--- src/rtl/image_downsampler.sv ---
// Downsamples a 128x128 8-bit grayscale raster to a 32x32 binary image by
// summing each 4x4 block and comparing the sum against THRESH.
module image_downsampler #(
    parameter int unsigned THRESH = 2040
) (
    input  logic          clk,
    input  logic          iRst_n,
    input  logic          sof,
    input  logic          pix_valid,
    input  logic [7:0]    pix_data,
    input  logic          img_ack,
    output logic [1023:0] image_out,
    output logic          image_ready,
    output logic          busy
);

    localparam int unsigned ACC_W = 12;
    localparam int unsigned N_BLK = 32;

    typedef enum logic [1:0] {
        IDLE    = 2'd0,
        CAPTURE = 2'd1,
        READY   = 2'd2
    } state_t;

    state_t           state;
    state_t           state_nx;
    logic [6:0]       row;
    logic [6:0]       col;
    logic [ACC_W-1:0] acc [N_BLK];

    logic             accept;
    logic [4:0]       blk_col;
    logic [ACC_W-1:0] sum;
    logic             blk_end;
    logic             last_pix;
    logic [9:0]       bit_idx;

    // Pixel bookkeeping for the current raster position (sof handled separately)
    always_comb begin
        accept   = pix_valid && (state == CAPTURE);
        blk_col  = col[6:2];
        sum      = acc[blk_col] + ACC_W'(pix_data);
        blk_end  = (&row[1:0]) && (&col[1:0]);
        last_pix = (&row) && (&col);
        bit_idx  = {row[6:2], col[6:2]};
    end

    always_ff @(posedge clk or negedge iRst_n) begin
        if (!iRst_n) begin
            state <= IDLE;
        end else begin
            state <= state_nx;
        end
    end

    // sof wins in every state; img_ack only matters in READY
    always_comb begin
        state_nx = state;
        unique case (state)
            IDLE: begin
                if (sof) state_nx = CAPTURE;
            end
            CAPTURE: begin
                if (sof)                        state_nx = CAPTURE;
                else if (pix_valid && last_pix) state_nx = READY;
            end
            READY: begin
                if (sof)          state_nx = CAPTURE;
                else if (img_ack) state_nx = IDLE;
            end
            default: state_nx = IDLE;
        endcase
    end

    always_ff @(posedge clk or negedge iRst_n) begin
        if (!iRst_n) begin
            busy        <= 1'b0;
            image_ready <= 1'b0;
        end else begin
            busy        <= (state_nx == CAPTURE);
            image_ready <= (state_nx == READY);
        end
    end

    // Counters, per-column accumulators and the binarized image
    always_ff @(posedge clk or negedge iRst_n) begin
        if (!iRst_n) begin
            row       <= '0;
            col       <= '0;
            image_out <= '0;
            for (int unsigned i = 0; i < N_BLK; i++) acc[i] <= '0;
        end else if (sof) begin
            row       <= '0;
            image_out <= '0;
            for (int unsigned i = 0; i < N_BLK; i++) acc[i] <= '0;
            if (pix_valid) begin
                acc[0] <= ACC_W'(pix_data);
                col    <= 7'd1;
            end else begin
                col    <= '0;
            end
        end else if (accept) begin
            col <= col + 7'd1;
            if (&col) row <= row + 7'd1;
            if (blk_end) begin
                image_out[bit_idx] <= (sum >= ACC_W'(THRESH));
                acc[blk_col]       <= '0;
            end else begin
                acc[blk_col]       <= sum;
            end
        end
    end

endmodule
--- config.mk ---
export PLATFORM = sky130hd
export DESIGN_NAME = image_downsampler
export DESIGN_NICKNAME = d
export VERILOG_FILES = /design/src/rtl/image_downsampler.sv
export SDC_FILE = /design/constraint.sdc
export NUM_CORES = 2
export LEC_CHECK = 0
export ABC_CLOCK_PERIOD_IN_PS = 5400
export BUFFER_PORTS_ARGS = -buffer_cell sky130_fd_sc_hd__buf_2
export CAP_MARGIN = 20
export CORE_AREA = 2 2 400 402
export CTS_BUF_LIST = sky130_fd_sc_hd__clkbuf_16
export DETAILED_ROUTE_END_ITERATION = 7
export DIE_AREA = 0 0 402 404
export HOLD_SLACK_MARGIN = 0.08
export PLACE_DENSITY = 0.66
export SYNTH_ARGS = -nofsm -noshare
export SYNTH_HDL_FRONTEND = slang
export SYNTH_SLANG_ARGS = --single-unit
--- constraint.sdc ---
create_clock -name clk -period 5.4 [get_ports clk]
set_input_delay 0.81 -clock clk [delete_from_list [all_inputs] [get_ports clk]]
set_output_delay 0.81 -clock clk [all_outputs]
set_load 0.1 [all_outputs]
==> metrics.md <==
| Metric | Value |
|---|---|
| Status | finished with violations |
| Failing checks | DRC |
| Syn Nets | 6978 |
| Initial core utilization | 42.29% |
| Max_slew headroom | 18.62% |
| Drt drc | 1 |
| Clock skew | 47.09 ps |
| Synth cell types | 59 |
| Register area share after synthesis | 53.46% |
| TritonCTS clock tree | done |
| Period minus WS final | 5188 ps |
| Synth Instances | 6954 |
| Hold slack final | 313.8 ps |
| Core area | 157800 um^2 |
| Reg2reg end | image_out[203] |
| Hold-critical path endpoint | acc[372] |
| Ys flop type | dfrtp_1 |
| Critical Path Fanout Max | 164 |
| Fin crit share | 96.07% |
| Die Width | 402 um |
| Post-synth EDFFs | 0 |
| Net Sw Power | 5.834 mW |
| Worst R2R Start | col[5] |
| Slowest-stage cell, CP | dfrtp_1 |
| Clk_lat worst skew | 830 ps |
| Dpl ws | 178.5 ps |
| WL per Instance | 28.52 um |
| Sequential Power Share | 47.0% |
| Max clock buf depth | 3 |
| Pwr Density | 287.5 nW/um^2 |
| Max Transition Viols Final | 0 |
| Root Buffer | clkbuf_16 |
| Async SR Flop Fraction | 100.0% |
| CTS HTree Levels | 4 |
| Crit. End Element | flop |
| R2R cell count | 13 |
| Vias in the first global route | 58500 |
| Layout cell share with drive strength beyond 1 | 20.87% |
| R2R setup slack | 210 ps |
| Met3 Resource Use GR | 9.805% |
| Comb power frac | 6.7% |
| Final net count | 7659 |
| CP startpoint kind | flop |
| Crit path required time | 6040 ps |
| Worst setup margin | 212.0 ps |
| First-pass GRT wire length | 404900 um |
| Internal power | 16.96 mW |
| Largest net degree at the start of global routing | 269 |
| Critical-path cell list | and3b_1, a22oi_1, nand4_1, ha_1, nor2b_1, o31a_1, o31ai_1, a21boi_1, o21a_1, o211ai_4, buf_12, buf_16, a31oi_1 |
| Setup-failing EPs final | 0 |
| Detailed Place HPWL | 172600 um |
| Arrival @ worst endpoint | 5830 ps |
| GR Util met1 | 43.24% |
| Min-Delay Startpoint | pix_data[0] |
| RePlAce Congestion | 0.9560 |
| Reg clk slew, reported paths | 60 ps |
| RSZ-0062 raised after global routing | false |
| Least-Margin Pin Slew | 1221 ps |
| Global route overflow | 0 |
| Port buffer count | 1038 |
| Ys Warns | 0 |
| Leak pwr | 40.91 nW |
| Post-route setup TNS | 0 ps |
| Clock power share | 46.3% |
| Full die area | 162400 um^2 |
| Initial DRT Pass Iterations | 8 |
| Peak supply drop | 0.0003370 V |
| Drt initial violations | 8420 |
| Antenna-violating nets left | 0 |
| Cell row count | 146 |
| Vias per Instance | 6.313 |
| GRT busiest layer | met2 |
| Post-Route Utilization | 50.23% |
| Fill cell count | 14240 |
| Met2 usage | 48.14% |
| # IOs | 1039 |
| Via count | 62070 |
| Switching share of power | 25.60% |
| Final wirelength | 280400 um |
| Total GRT Usage | 33.29% |
| Worst path max stage delay | 860 ps |
| Initial antenna violation count | 8 |
| Hold/Removal Path Class | in -> reg |
| Fmax | 192.8 MHz |
| Final hold vios | 0 |
| Hold depth | 3 |
| Post-synth design cell area | 66750 um^2 |
| Max cap viols | 0 |
| Layout area overhead | 18.76% |
| Post-synthesis register bit count | 1426 |
| Clock net sink count | 1426 |
| Avg Cell Area, Syn | 9.599 um^2 |
| Die Height | 404 um |
| WS Path Type | reg -> reg |
| CTS Buf Count | 157 |
layout make-up:
class                      instances  area (um^2)  share of cell area, %
inverter                           8        30.03                0.03788
tap                             2072         2592                  3.270
multi-input combinational       4769        28220                  35.59
clock buffer                     158         3954                  4.987
clock inverter                   125         1010                  1.274
antenna                            2        5.005               0.006313
timing repair buffer            1273         7779                  9.812
sequential                      1426        35690                  45.02
cells in the mapped netlist (8+ instances only):
library cell     n  share of area (%)
o22ai_1         19               0.18
o211ai_1        35               0.39
nand3_1         20               0.15
o21ai_0         74               0.55
a21oi_1        295                2.2
mux2i_1         50               0.75
nand3b_1        66               0.74
nand4_1         45               0.42
nor3b_1          8              0.090
buf_2          223                1.7
dfrtp_1       1426                 53
mux4_2          69                2.3
or4_1           31               0.35
ha_1            10               0.19
o21bai_1      1016                 11
nor2_1        1203                6.8
nor3_1          57               0.43
xor2_1          11               0.14
a22oi_1         40               0.45
clkbuf_1       503                2.8
a31oi_1       1047                9.8
a311oi_1         8               0.10
buf_1           11              0.062
buf_6            8               0.13
nand2_1        586                3.3
inv_1            8              0.045
how the worst max path moves through the flow:
stage	from	to	slack [ps]	cells past startpoint
global placement	col[2]	image_out[164]	230	14
finish	col[5]	image_out[203]	210	13
detailed placement	col[2]	image_out[158]	180	14
global route	col[3]	image_out[95]	20	16
CTS	col[2]	image_out[161]	150	14
floorplan	col[2]	image_out[351]	630	21
per-stage QoR:
| step | instance area, um^2 | total power [mW] | instances |
|---|---|---|---|
| floorplan | 66750 | 11.67 | 6954 |
| global placement | 74130 | 12.37 | 9535 |
| detailed placement | 74200 | 12.38 | 9541 |
| CTS | 79170 | 22.84 | 9825 |
| global route | 79270 | 23.39 | 9831 |
| finish | 79280 | 22.79 | 9833 |
logic make-up after synthesis:
kind of cell,after synthesis,share of synthesized area (%)
fa+ha+maj,11,0.2174
mux,124,3.166
xor+xnor,13,0.1706
simple gates,2050,12.58
compound gates,2571,25.59
buf+inv,759,4.810
flops,1426,53.46
critical path: cells and delay by family (launching register included):
| family | cells | cell delay, ps |
|---|---|---|
| AOI/OAI and AO/OA | 7 | 2150 |
| adders and majority gates | 1 | 330 |
| buffers and inverters | 2 | 590 |
| DFF | 1 | 860 |
| and+or+nand+nor | 3 | 840 |
layer usage:
layer / vias up / wire (um)
li1: 26350 / -
met1: 30880 / 106800
met2: 3949 / 120500
met3: 896 / 30570
met4: 2 / 22600
met5: - / 13
power groups by stage:
stage	sequential (mW)	clock (mW)	combinational [mW]
floorplan	10.9	0	0.764
global placement	10.9	0	1.45
detailed placement	10.9	0	1.46
CTS	10.7	10.6	1.46
global route	10.7	11.1	1.59
finish	10.7	10.5	1.52
cell usage in the layout, fill, tap and decap left out, drive strengths merged, types with 5 or more instances in the layout:
cell type / Yosys / routed
o21ai: 76 / 76
nor2: 1203 / 1203
o21a: 6 / 6
o211ai: 36 / 36
mux4: 69 / 69
a31oi: 1047 / 1047
buf: 248 / 1272
o21bai: 1016 / 1016
ha: 10 / 10
bufinv: 0 / 10
nand3b: 66 / 66
or4: 31 / 31
and2: 7 / 7
a211oi: 5 / 5
a21oi: 295 / 295
nor2b: 6 / 6
nand3: 20 / 20
nor3b: 8 / 8
a311oi: 8 / 8
dfrtp: 1426 / 1426
nand4: 45 / 45
clkinv: 0 / 63
nor3: 57 / 57
inv: 8 / 59
clkbuf: 503 / 158
xor2: 11 / 11
mux2i: 51 / 51
a22oi: 40 / 40
o22ai: 19 / 19
nand2: 586 / 586
flip-flops by register name (all words and copies together), names as in the netlist:
name	flops
state	2
image_out	1024
row	7
col	7
acc	384
busy	1
image_ready	1
repair_timing:
action                     4_1_cts  5_1_grt
setup endpoints to repair        0      548
hold buffers                     1        0
resized for setup                0        3
hold endpoints to repair        25        0
buffers inserted                 0        5
Power figures use the tool's default switching activity.
